<file path="src/rtl/ysyx_23060236_icache_refill_pkg.sv">
// I-cache refill shared definitions: line geometry, AXI encodings, FSM states.
// Latency: n/a (constants and pure helper functions only).
// Backpressure: n/a.
//
// The line geometry lives here so that the cache and its refill controller
// cannot disagree about line size or word indexing.
package ysyx_23060236_icache_refill_pkg;

    localparam int ICACHE_ADDR_LEN   = 25;
    localparam int ICACHE_OFFSET_LEN = 5;
    localparam int ICACHE_DATA_LEN   = 32;
    localparam int ICACHE_CNT_LEN    = ICACHE_OFFSET_LEN - 2;
    localparam int ICACHE_BLOCK_SIZE = 2 ** ICACHE_CNT_LEN;

    localparam logic [31:0] ICACHE_MEM_BASE = 32'hA000_0000;

    localparam logic [1:0] AXI_BURST_INCR = 2'b01;
    localparam logic [1:0] AXI_RESP_OKAY  = 2'b00;
    localparam logic [2:0] AXI_SIZE_4B    = 3'b010;

    typedef enum logic [2:0] {
        S_IDLE  = 3'd0,
        S_AR    = 3'd1,
        S_R     = 3'd2,
        S_WRITE = 3'd3,
        S_DONE  = 3'd4
    } refill_state_t;

    // Line-aligned base of a fetch address.
    function automatic logic [ICACHE_ADDR_LEN-1:0] line_base(
        input logic [ICACHE_ADDR_LEN-1:0] addr
    );
        return {addr[ICACHE_ADDR_LEN-1:ICACHE_OFFSET_LEN], {ICACHE_OFFSET_LEN{1'b0}}};
    endfunction

    // Byte address of word 'idx' within the line containing 'line'.
    function automatic logic [ICACHE_ADDR_LEN-1:0] word_addr(
        input logic [ICACHE_ADDR_LEN-1:0] line,
        input logic [ICACHE_CNT_LEN-1:0]  idx
    );
        return {line[ICACHE_ADDR_LEN-1:ICACHE_OFFSET_LEN], idx, 2'b00};
    endfunction

endpackage

</file>
<file path="src/rtl/ysyx_23060236_icache_refill.sv">
// I-cache refill controller: one AXI4 INCR line burst per miss, buffered, then streamed to the fill port.
// Latency: miss to refill_done = 18 cycles with a zero-wait slave (1 AR + 8 R + 8 WRITE + 1 DONE).
// Backpressure: arvalid/araddr held until arready; rready held through the burst; the fill port never stalls.
//
// Ports:
//   clock, reset (async, active-low)
//   miss_valid/miss_addr  : IFU miss request (level, held until refill_done)
//   inst_fencei           : fence.i pulse; discards an in-flight refill
//   refill_busy/done/error: status towards the IFU
//   icache_awaddr/wdata/wvalid : cache fill port, one word per cycle
//   io_master_ar* / io_master_r* : AXI4 read channels towards the arbiter
//
// Nothing reaches the cache until the whole line has arrived cleanly, so an
// erroneous or discarded burst never leaves a partially written line behind.
module ysyx_23060236_icache_refill
    import ysyx_23060236_icache_refill_pkg::*;
(
    input  logic                       clock,
    input  logic                       reset,

    input  logic                       miss_valid,
    input  logic [ICACHE_ADDR_LEN-1:0] miss_addr,
    input  logic                       inst_fencei,
    output logic                       refill_busy,
    output logic                       refill_done,
    output logic                       refill_error,

    output logic [ICACHE_ADDR_LEN-1:0] icache_awaddr,
    output logic [ICACHE_DATA_LEN-1:0] icache_wdata,
    output logic                       icache_wvalid,

    output logic [31:0]                io_master_araddr,
    output logic                       io_master_arvalid,
    input  logic                       io_master_arready,
    output logic [3:0]                 io_master_arid,
    output logic [7:0]                 io_master_arlen,
    output logic [2:0]                 io_master_arsize,
    output logic [1:0]                 io_master_arburst,
    input  logic                       io_master_rvalid,
    output logic                       io_master_rready,
    input  logic [ICACHE_DATA_LEN-1:0] io_master_rdata,
    input  logic [1:0]                 io_master_rresp,
    input  logic                       io_master_rlast,
    input  logic [3:0]                 io_master_rid
);

    localparam logic [ICACHE_CNT_LEN-1:0] LAST_BEAT = ICACHE_CNT_LEN'(ICACHE_BLOCK_SIZE - 1);
    localparam logic [ICACHE_CNT_LEN-1:0] FIRST_BEAT = '0;

    refill_state_t              state_q;
    logic [ICACHE_CNT_LEN-1:0]  cnt_q;
    logic [ICACHE_ADDR_LEN-1:0] line_q;
    logic                       err_q;
    logic                       discard_q;

    logic                       arvalid_q;
    logic [31:0]                araddr_q;
    logic                       rready_q;
    logic                       wvalid_q;
    logic [ICACHE_ADDR_LEN-1:0] awaddr_q;
    logic [ICACHE_DATA_LEN-1:0] wdata_q;
    logic                       done_q;
    logic                       error_q;

    logic [ICACHE_DATA_LEN-1:0] buf_q [ICACHE_BLOCK_SIZE];

    logic                       beat;
    logic                       beat_err;
    logic                       err_d;
    logic                       discard_d;
    logic [ICACHE_CNT_LEN-1:0]  cnt_nxt;

    // The transaction id and the in-line offset bits carry no information here.
    logic unused_ok;
    assign unused_ok = ^{io_master_rid, miss_addr[ICACHE_OFFSET_LEN-1:0]};

    always_comb begin
        beat      = 1'b0;
        beat_err  = 1'b0;
        err_d     = err_q;
        discard_d = discard_q;
        cnt_nxt   = cnt_q + 1'b1;

        beat = (state_q == S_R) && io_master_rvalid && rready_q;
        // A beat is bad if the slave reports an error, or if rlast does not
        // line up with the final word of the line (short or long burst).
        beat_err = (io_master_rresp != AXI_RESP_OKAY) ||
                   (io_master_rlast != (cnt_q == LAST_BEAT));
        err_d = err_q | (beat & beat_err);
        // fence.i while the burst is in flight poisons the line; the burst
        // still drains so the bus is left clean.
        discard_d = discard_q |
                    (inst_fencei && ((state_q == S_AR) || (state_q == S_R)));
    end

    always_ff @(posedge clock or negedge reset) begin
        if (!reset) begin
            state_q   <= S_IDLE;
            cnt_q     <= '0;
            line_q    <= '0;
            err_q     <= 1'b0;
            discard_q <= 1'b0;
            arvalid_q <= 1'b0;
            araddr_q  <= '0;
            rready_q  <= 1'b0;
            wvalid_q  <= 1'b0;
            awaddr_q  <= '0;
            wdata_q   <= '0;
            done_q    <= 1'b0;
            error_q   <= 1'b0;
        end else begin
            case (state_q)
                S_IDLE: begin
                    if (miss_valid) begin
                        line_q    <= line_base(miss_addr);
                        araddr_q  <= ICACHE_MEM_BASE | 32'(line_base(miss_addr));
                        arvalid_q <= 1'b1;
                        state_q   <= S_AR;
                    end
                end

                S_AR: begin
                    discard_q <= discard_d;
                    if (io_master_arready) begin
                        arvalid_q <= 1'b0;
                        rready_q  <= 1'b1;
                        cnt_q     <= '0;
                        state_q   <= S_R;
                    end
                end

                S_R: begin
                    discard_q <= discard_d;
                    err_q     <= err_d;
                    if (beat) begin
                        cnt_q <= cnt_nxt;
                        if (io_master_rlast) begin
                            rready_q <= 1'b0;
                            if (err_d || discard_d) begin
                                done_q  <= 1'b1;
                                error_q <= err_d;
                                state_q <= S_DONE;
                            end else begin
                                // Word 0 was stored on an earlier beat, so it
                                // can be presented in the first WRITE cycle.
                                cnt_q    <= '0;
                                wvalid_q <= 1'b1;
                                awaddr_q <= word_addr(line_q, FIRST_BEAT);
                                wdata_q  <= buf_q[0];
                                state_q  <= S_WRITE;
                            end
                        end
                    end
                end

                S_WRITE: begin
                    if (inst_fencei || (cnt_q == LAST_BEAT)) begin
                        wvalid_q <= 1'b0;
                        done_q   <= 1'b1;
                        error_q  <= err_q;
                        state_q  <= S_DONE;
                    end else begin
                        cnt_q    <= cnt_nxt;
                        awaddr_q <= word_addr(line_q, cnt_nxt);
                        wdata_q  <= buf_q[cnt_nxt];
                    end
                end

                S_DONE: begin
                    done_q    <= 1'b0;
                    error_q   <= 1'b0;
                    err_q     <= 1'b0;
                    discard_q <= 1'b0;
                    state_q   <= S_IDLE;
                end

                default: begin
                    state_q <= S_IDLE;
                end
            endcase
        end
    end

    // Line buffer: no reset needed, contents are only consumed after a full
    // clean burst has overwritten every entry.
    always_ff @(posedge clock) begin
        if (beat) begin
            buf_q[cnt_q] <= io_master_rdata;
        end
    end

    assign refill_busy   = (state_q != S_IDLE);
    assign refill_done   = done_q;
    assign refill_error  = error_q;

    // fence.i in the WRITE state must suppress the word presented that very
    // cycle, so the strobe is gated rather than waiting for the next edge.
    assign icache_wvalid = wvalid_q & ~inst_fencei;
    assign icache_awaddr = awaddr_q;
    assign icache_wdata  = wdata_q;

    assign io_master_araddr  = araddr_q;
    assign io_master_arvalid = arvalid_q;
    assign io_master_arid    = 4'd0;
    assign io_master_arlen   = 8'(ICACHE_BLOCK_SIZE - 1);
    assign io_master_arsize  = AXI_SIZE_4B;
    assign io_master_arburst = AXI_BURST_INCR;
    assign io_master_rready  = rready_q;

endmodule

</file>
<file path="config.mk">
export PLATFORM = sky130hd
export DESIGN_NAME = ysyx_23060236_icache_refill
export DESIGN_NICKNAME = d
export VERILOG_FILES = /design/src/rtl/ysyx_23060236_icache_refill_pkg.sv /design/src/rtl/ysyx_23060236_icache_refill.sv
export SDC_FILE = /design/constraint.sdc
export NUM_CORES = 1
export LEC_CHECK = 0
export ABC_AREA = 0
export BUFFER_PORTS_ARGS = -buffer_cell sky130_fd_sc_hd__buf_2
export CAP_MARGIN = 20
export CORE_MARGIN = 2
export CORE_UTILIZATION = 52
export CTS_CLUSTER_DIAMETER = 120
export CTS_CLUSTER_SIZE = 16
export DETAILED_ROUTE_END_ITERATION = 7
export HOLD_SLACK_MARGIN = 0.03
export MAX_ROUTING_LAYER = met4
export PLACE_DENSITY = 0.74
export SLEW_MARGIN = 15
export SYNTH_ARGS = -nofsm -noshare
export SYNTH_HDL_FRONTEND = slang
export SYNTH_SLANG_ARGS = --single-unit
export TNS_END_PERCENT = 100
</file>
<file path="constraint.sdc">
create_clock -name clock -period 7.5 [get_ports clock]
set_clock_uncertainty 0.15 [all_clocks]
set_input_delay 0.75 -clock clock [delete_from_list [all_inputs] [get_ports clock]]
set_output_delay 0.75 -clock clock [all_outputs]
set_load 0.1 [all_outputs]
</file>
# After elaboration in Yosys (flattened, before gate mapping)
# Memory sizes are Yosys's and may differ from the RTL's.
# Cells that the tools add are included.
# Widths: inputs -> output; s select.
[classes]
addsub = 1
bitwise_logic = 5
reduce_logical = 26
eq_ne = 14
mux = 49
[op_table]
columns = ["op", "count"]
rows = [
  ["$mux 32", 4],
  ["$mux 25", 4],
  ["$pmux 32 s2", 1],
  ["$pmux 25 s2", 1],
  ["$mux 3", 11],
  ["$reduce_and 5->1", 4],
  ["$mux 1", 19],
  ["$ne 2x2->1 const B", 7],
  ["$pmux 3 s4", 1],
  ["$reduce_bool 2->1", 6],
  ["$pmux 1 s2", 5],
  ["$pmux 3 s3", 1],
  ["$reduce_bool 3->1", 3],
  ["$reduce_and 4->1", 2],
  ["$eq 3x2->1 const B", 2],
  ["$eq 3x3->1 const B", 2],
  ["$pmux 1 s3", 2],
  ["$logic_or 1x1->1", 4],
  ["$add 3x1->3 const B", 1],
  ["$eq 3x1->1 const B", 1],
  ["$logic_and 1x1->1", 3],
  ["$logic_not 3->1", 1],
  ["$reduce_and 3->1", 1],
  ["$and 1x1->1", 2],
  ["other kinds (6)", 7],
]
[totals]
out_inout_bits = 112
memories = 1
ramBits = 256
in_bits = 70
word_cells = 109
ff_bits = 111
[memory_table]
columns = ["name", "depth", "word_bits", "rd", "rd_ports_with_merged_regs", "wr", "line_no", "rtl"]
rows = [
  ["buf_q", 8, 32, 2, 0, 1, "ysyx_23060236_icache_refill.sv:65", "logic [ICACHE_DATA_LEN-1:0] buf_q [ICACHE_BLOCK_SIZE];"],
]

# Logic depth before layout (Yosys ltp)
# Gate-level depths: netlist of run 1.
[logic_depth]
depth_word = 10
mapped_depth = 8
ltp_nobuf = 6

# Worst setup path before layout of run 1
# Ideal clock, no wire load.
[synth_timing]
path_kind = "reg2reg"
start = "register rready_q, in the netlist io_master_rready"
end = "memory buf_q[0][0], enable pin"
arrival_ns = 4.585
path_stages_with_launch = 5
period_less_slack_ns = 5.236
setup_ns = 0.501
slack_ns = 2.264
path_cell_list = "dfrtp_1 and3b_1 buf_2 nand2_1 nor4_1"
[synth_via]
elab_chain_len = 3
[synth_lines]
columns = ["element", "line_no", "rtl"]
rows = [
  ["from (decl)", "ysyx_23060236_icache_refill.sv:58", "logic rready_q;"],
  ["from (signal assigned)", "ysyx_23060236_icache_refill.sv:105", "rready_q <= 1'b0;"],
  ["from (signal assigned)", "ysyx_23060236_icache_refill.sv:126", "rready_q <= 1'b1;"],
  ["from (signal assigned)", "ysyx_23060236_icache_refill.sv:138", "rready_q <= 1'b0;"],
  ["$logic_and 1x1->1", "ysyx_23060236_icache_refill.sv:84", "beat = (state_q == S_R) && io_master_rvalid && rready_q;"],
  ["$mux 1", "ysyx_23060236_icache_refill.sv:187", "if (beat) begin"],
  ["$mux 1 (not written as such)", "ysyx_23060236_icache_refill.sv:188", "buf_q[cnt_q] <= io_master_rdata;"],
  ["to (decl)", "ysyx_23060236_icache_refill.sv:65", ""],
]
# Every way passes these cells.

# Worst setup path after layout of run 1
[layout_timing]
start = "register cnt_q[0]"
end = "register awaddr_q[19], in the netlist icache_awaddr[19]"
[layout_via]
elab_chain_len = 8
[layout_lines]
columns = ["element", "line_no", "rtl"]
rows = [
  ["from (decl)", "ysyx_23060236_icache_refill.sv:51", "logic [ICACHE_CNT_LEN-1:0] cnt_q;"],
  ["from (signal assigned)", "ysyx_23060236_icache_refill.sv:136", "cnt_q <= cnt_nxt;"],
  ["from (signal assigned)", "ysyx_23060236_icache_refill.sv:163", "cnt_q <= cnt_nxt;"],
  ["$eq 3x3->1 (*)", "ysyx_23060236_icache_refill.sv:88, ysyx_23060236_icache_refill.sv:157", ""],
  ["$ne 1x1->1", "ysyx_23060236_icache_refill.sv:88", "(io_master_rlast != (cnt_q == LAST_BEAT));"],
  ["$logic_or 1x1->1", "ysyx_23060236_icache_refill.sv:87", "beat_err = (io_master_rresp != AXI_RESP_OKAY) ||"],
  ["$and 1x1->1", "ysyx_23060236_icache_refill.sv:89", "err_d = err_q | (beat & beat_err);"],
  ["$or 1x1->1", "ysyx_23060236_icache_refill.sv:89", ""],
  ["$logic_or 1x1->1", "ysyx_23060236_icache_refill.sv:139", "if (err_d || discard_d) begin"],
  ["$ne 2x2->1 (no line)", "-", ""],
  ["$reduce_and 5->1 (no line) (*)", "-", ""],
  ["to (signal assigned)", "ysyx_23060236_icache_refill.sv:148", "awaddr_q <= word_addr(line_q, FIRST_BEAT);"],
  ["to (signal assigned)", "ysyx_23060236_icache_refill.sv:164", "awaddr_q <= word_addr(line_q, cnt_nxt);"],
  ["to (decl)", "ysyx_23060236_icache_refill.sv:60", "logic [ICACHE_ADDR_LEN-1:0] awaddr_q;"],
]
# Every way passes the cells marked *; elsewhere a longest branch is shown, timed or not.
# A chain may end at the register's enable or synchronous reset.

==> results.json, run 1 <==
{
  "max-slew-margin-rel_pct": 32.3,
  "slowest_delay_ns": 0.74,
  "end_kind": "flop",
  "cp.required_ns": 7.78,
  "root_buffer": "clkbuf_16",
  "wire_per_inst_um": 23.4,
  "via_per_inst": 5.95,
  "period_share_pct": 44.8,
  "dieWidth_um": 165,
  "rsz0062_at_grt": "no",
  "status": "finished, final reports clean",
  "top_layer": "met4",
  "route.met2.wl_mm": 13.4,
  "routed-via-count": 6926,
  "met3_length_mm": 2.26,
  "critical_path_arrival_ns": 3.64,
  "track_usage_pct": 21.0,
  "area_growth_pct": 13.1,
  "synth-edff-count": 256,
  "insertion_delay_ns": 0.55,
  "synth.avg_cell_area_um2": 20.0,
  "routabilityCongestion": 0.870,
  "max-cap-violations": 0,
  "design.die.area_mm2": 0.0271,
  "ant_nets": 0,
  "first_iter_violations": 651,
  "grt_pass1_wl_mm": 41.5,
  "yosysWarnings": 0,
  "ys_seq_area_share_pct": 73.8,
  "cts_setup_buffers": 0,
  "final_common_cell": "edfxtp_1",
  "wl_met1_mm": 11.2,
  "grt_overflow": 0,
  "cts_buffer_depth": 3,
  "final_cell_mix": "edfxtp_1, buf_2, dfrtp_1",
  "cp_cell_sequence": "ha_4 > ha_1 > or3b_4 > nor2_4 > o221ai_4 > buf_4 > mux2_2",
  "portBuffers": 143,
  "cts-buffers-inserted": 25,
  "start_kind": "flop",
  "nets": 891,
  "drt_wl_total_mm": 27.3,
  "antenna_found_initial": 3,
  "ys.flop_type": "edfxtp_1",
  "grt_max_degree": 73,
  "period_minus_slack_ns": 3.36,
  "io_pins": 182,
  "setup_viol": 0,
  "coreArea_mm2": 0.0253,
  "synth_cells": 670,
  "slew_violations": 0,
  "core.rowCount": 58,
  "initial_core_util_pct": 53.2,
  "cp_max_fo": 35,
  "hold_viol": 0,
  "cts_tree": "built",
  "drive_gt1_share_pct": 37.5,
  "fin_ws_ns": 4.14,
  "fmax_mhz": 298,
  "htreeDepth": 1,
  "drcViolationCount": 0,
  "async_flop_share_pct": 25.8,
  "synth_cell_types": 46,
  "pre_cts_ws_ns": 4.13,
  "first_pass_iters": 5,
  "die_y_um": 165,
  "cts.sinks": 345,
  "hp-class": "input pin to flop",
  "finalHoldWorstSlack_ns": 0.286,
  "grt_pass1_vias": 7179,
  "worst_slew_pin_slew_ns": 1.02,
  "crit_slowest_cell": "dfrtp_4",
  "synthesis.area_mm2": 0.0134,
  "clkSlewWorstSetupHoldPaths_ns": 0.08,
  "ys_seq_elements": 345,
  "hpwlAfterDp_mm": 15.5,
  "tns_ns": 0,
  "worstSetupPathType": "flop to flop"
}
## stage by stage
| stage | instance area, um2 | util [%] | cells |
|---|---|---|---|
| floorplan | 13500 | - | 697 |
| global placement | 14400 | 57.2 | 1120 |
| detailed placement | 14400 | 57.2 | 1120 |
| CTS | 15200 | 60.0 | 1161 |
| global route | 15200 | 60.2 | 1165 |
| finish | 15200 | 60.2 | 1165 |
## metal layers
metal  track usage, %  up-vias
met2             34.3      294
li1                 -     2986
met5                -        -
met3             3.77       44
met1             28.4     3602
met4             4.39        0
## synthesized netlist by cell type, drive strengths merged (2+ instances only)
library cell / n / area, um2
inv: 3 / 11.3
nand3: 2 / 10.0
a311oi: 2 / 17.5
and3: 3 / 23.8
nand2: 11 / 41.3
ha: 2 / 25.0
edfxtp: 256 / 7690
a22o: 36 / 315
nand2b: 3 / 18.8
a31oi: 3 / 18.8
nor2: 9 / 41.3
a21o: 2 / 15.0
buf: 49 / 357
clkbuf: 17 / 63.8
mux2: 41 / 462
nor3: 9 / 55.1
dfrtp: 89 / 2230
mux4: 64 / 1440
nor2b: 3 / 18.8
o21ai: 6 / 30.0
o2bb2ai: 2 / 17.5
a221o: 32 / 320
a21oi: 8 / 40.0
conb: 2 / 7.51
xor2: 2 / 17.5
## timing repair
| item | 4_1_cts | 5_1_grt |
|---|---|---|
| gates resized for setup | 0 | 0 |
| hold buffers | 1 | 0 |
| endpoints found under the hold margin | 17 | 0 |
## final cells by class
cell class	count	area, um2
multi-input combinational	283	3260
timing repair buffer	161	876
inverter	3	11.3
fill	1834	10100
clock buffer	38	674
tap	330	413
sequential	345	9920
clock inverter	2	28.8
antenna	3	7.51
## registers in the layout, indices dropped and copies added (netlist names)
signal,flops
buf_q,256
cnt_q,3
refill_error,1
io_master_rready,1
refill_done,1
icache_wdata,32
err_q,1
icache_awaddr,23
discard_q,1
wvalid_q,1
io_master_araddr,21
state_q,3
io_master_arvalid,1
## worst max-delay path: cells and delay by family (launching register included)
family | cells | cell delay [ns]
flops | 1 | 0.74
compound gates | 1 | 0.63
buf+inv | 1 | 0.60
fa+ha+maj | 2 | 0.44
mux | 1 | 0.40
simple gates | 2 | 0.26
## path summary, 6_finish.rpt
kind                                         to              from  depth (start not counted)  slack [ns]
hold reg to reg                icache_awaddr[4]  icache_awaddr[4]                          1        0.34
hold / removal             io_master_araddr[21]     miss_addr[21]                          2        0.29
max in group asynchronous     icache_awaddr[23]             reset                          4        5.73
setup / recovery              icache_awaddr[19]          cnt_q[0]                          7        4.14
min in group asynchronous   io_master_araddr[7]             reset                          2        0.49
setup reg to reg              icache_awaddr[19]          cnt_q[0]                          7        4.14
## cells by family (layout without fill, tap and decap cells)
| family | after synthesis | count (layout) | share of synthesized area [%] |
|---|---|---|---|
| DFF | 345 | 345 | 73.8 |
| muxes | 105 | 105 | 14.2 |
| AOI/OAI and AO/OA | 96 | 96 | 6.34 |
| buffers and inverters | 69 | 204 | 3.21 |
| and+or+nand+nor | 49 | 49 | 2.10 |
| adders and majority gates | 2 | 2 | 0.186 |
| other | 2 | 32 | 0.0559 |
| xor gates and xnor gates | 2 | 2 | 0.130 |
Power of run 1 is left out: the tool's default activity adds up to more than one toggle a clock period on the data nets, which glitch-free logic cannot reach.
==> run 2, diff against run 1 <==
ABC_AREA = 1   (was 0)
clock period = 3.3 ns   (was 7.5 ns; I/O delays follow)
==> run 2 against run 1 <==
Effect of this change: die area increased by 11%; non-clock buffer count increased by 65; largest cell class unchanged; highest routed layer unchanged; critical endpoint is now icache_wdata[19]; sequential share of layout area decreased by 7.7 points.
==> results.json, run 2 <==
{
  "status": "finished, final reports clean",
  "setup_viol": 0,
  "finalNonFillerCells": 2038,
  "netSwitchingFraction_pct": 50.2,
  "coreArea_mm2": 0.0285,
  "yosys-top-cells-count": "nand2_1, edfxtp_1, nand3_1",
  "nets": 1703,
  "grt_pass1_wl_mm": 55.6,
  "reg2regPathDepth": 10,
  "final_common_cell": "nand2_1",
  "fin_area_mm2": 0.0172,
  "ys.flop_type": "edfxtp_1",
  "worst_slew_pin_slew_ns": 0.974,
  "cts-buffers-inserted": 25,
  "rsz0062_at_grt": "no",
  "cp_top_family": "simple AND/OR/NAND/NOR gates",
  "antenna_found_initial": 6,
  "start_kind": "flop",
  "p_total_mw": 16.6,
  "cp.depth": 10,
  "yosysMostFrequentCell": "nand2_1",
  "dieWidth_um": 174,
  "worstSetupPathType": "flop to flop",
  "async_flop_share_pct": 25.8,
  "top_register": "buf_q",
  "wire_per_inst_um": 16.9,
  "fmax_mhz": 346,
  "fillers": 2231,
  "ant_nets": 0,
  "crit_buf_inv": 0,
  "first_pass_iters": 5,
  "yosysTopAreaCellShare_pct": 51.3,
  "max-slew-margin-rel_pct": 34.9,
  "dp_cells": 1934,
  "max-cap-violations": 0,
  "first_iter_violations": 1021,
  "via_per_inst": 5.21,
  "synth_cell_types": 30,
  "ff_latch_area_mm2": 0.00992,
  "drcViolationCount": 0,
  "drive_gt1_share_pct": 15.2,
  "final_cell_mix": "nand2_1, edfxtp_1, nand3_1",
  "largest_reg_flops": 256,
  "crit_slowest_cell": "nand3_4",
  "die_y_um": 174,
  "seqPwrFrac_pct": 33.8,
  "root_buffer": "clkbuf_16",
  "detailed_place.area_mm2": 0.0160,
  "hold_viol": 0,
  "clock_power_share_pct": 16.9,
  "synth_cells": 1459,
  "period_share_pct": 87.7,
  "insertion_delay_ns": 0.53,
  "initial_core_util_pct": 52.5,
  "grt_overflow": 0,
  "cp_cell_sequence": "ha_2 > ha_1 > nand2_1 > nand3_1 > a21oi_2 > nand2_2 > nand2_4 > nand3_4 > nand2_1 > nand2_1",
  "io_pins": 182,
  "htreeDepth": 1,
  "power.internal_mw": 8.27,
  "rrSetupSlack_ns": 0.41,
  "core.rowCount": 62,
  "yosysWarnings": 0,
  "ys_seq_elements": 345,
  "grt_max_degree": 72,
  "period_minus_slack_ns": 2.89,
  "cts_tree": "built",
  "slew_violations": 0,
  "clkSlewWorstSetupHoldPaths_ns": 0.08,
  "design.die.area_mm2": 0.0302,
  "cp.required_ns": 3.56,
  "synth-edff-count": 256,
  "portBuffers": 143,
  "synth.avg_cell_area_um2": 10.3,
  "routabilityCongestion": 0.883,
  "switchingPower_mw": 8.32,
  "cp_max_fo": 55,
  "cts.sinks": 345,
  "hp-class": "input pin to flop",
  "critical_path_arrival_ns": 3.15,
  "postLayoutCoreUtil_pct": 60.4,
  "synth_area_leader_cell": "edfxtp_1",
  "p_per_area_mw_per_mm2": 963,
  "slowest_delay_ns": 0.59,
  "track_usage_pct": 23.9,
  "power.leakage_nw": 7.71,
  "synthesis.area_mm2": 0.0150,
  "min_to": "io_master_rready",
  "grt_pass1_vias": 10500,
  "multi_input_area_mm2": 0.00404,
  "hpwlAfterDp_mm": 20.1,
  "peakVddDrop_v": 0.000659,
  "min-delay-start": "io_master_arready",
  "cts_buffer_depth": 3,
  "routed-via-count": 10600,
  "cpMostUsedCell": "nand2_1",
  "end_kind": "flop",
  "r2r_start": "cnt_q[0]",
  "drt_wl_total_mm": 34.5,
  "whs_path_depth": 4,
  "synth_area_leaders": "edfxtp_1, dfrtp_1, nand2_1, nand3_1, inv_1",
  "pwr-share-comb_pct": 49.3,
  "area_growth_pct": 14.9,
  "ys_seq_area_share_pct": 66.1,
  "tns_ns": 0,
  "r2r_end": "icache_wdata[19]"
}
-- run 2: cell families (layout without fill, tap and decap cells) --
| family | count (synthesis) | in the layout | synth area share [%] |
|---|---|---|---|
| DFF | 345 | 345 | 66.1 |
| adders and majority gates | 2 | 2 | 0.167 |
| and+or+nand+nor | 837 | 837 | 23.7 |
| buffers and inverters | 245 | 407 | 8.03 |
| muxes | 20 | 20 | 1.50 |
| other | 2 | 35 | 0.0501 |
| AOI/OAI and AO/OA | 8 | 8 | 0.409 |
-- run 2: how the worst max path moves through the flow --
stage	start	end	slack (ns)
2_1_floorplan	io_master_rready	buf_q[2][0]	-0.95
5_1_grt	cnt_q[0]	icache_wdata[24]	0.17
3_5_place_dp	cnt_q[0]	icache_awaddr[12]	0.43
6_report	cnt_q[0]	icache_wdata[19]	0.41
3_3_place_gp	cnt_q[0]	icache_awaddr[11]	0.53
4_1_cts	cnt_q[0]	icache_awaddr[12]	0.42
-- run 2: tightest hold or removal path: cells and delay by family --
family	cells	cell delay, ns
compound gates	1	0.13
simple gates	2	0.17
buf+inv	1	0.07
-- run 2: what timing repair did --
item	CTS	global route
endpoints found under the hold margin	326	0
buffers inserted	0	0
setup endpoints to repair	0	0
hold buffers	54	0
resized for setup	0	0
-- run 2: metal layers --
layer	up-vias	part of all wire, %	global-route usage (%)	routed length, um
met5	-	0	-	0
met4	0	1.7	6.37	587
met3	52	8.5	3.18	2940
met2	514	50	39.7	17100
met1	4977	40	31.3	13800
li1	5067	-	-	-
-- run 2: layout make-up --
type,instances,share of cell area (%)
Multi-Input combinational cell,896,23.4
Timing Repair Buffer,226,9.07
Clock buffer,43,4.02
Inverter,137,2.99
Antenna cell,6,0.0871
Sequential cell,345,57.5
Clock inverter,1,0.0508
Tap cell,384,2.79
-- run 2: power by group through the flow --
stage	Sequential, mW	Clock, mW	Combinational, mW
after floorplan	8.88	0	3.41
after global placement	5.66	0	7.98
after detailed placement	5.68	0	8.11
after CTS	5.59	2.85	8.19
after global routing	5.67	3.02	8.74
final	5.60	2.81	8.18
-- run 2: stage by stage --
stage | worst slack (ns) | hold slack, ns
after floorplan | -0.948 | -0.116
after global placement | 0.525 | 0.242
after detailed placement | 0.434 | 0.242
after CTS | 0.416 | 0.0554
after global routing | 0.173 | 0.0901
final | 0.407 | 0.0553
Power figures use the tool's default switching activity.
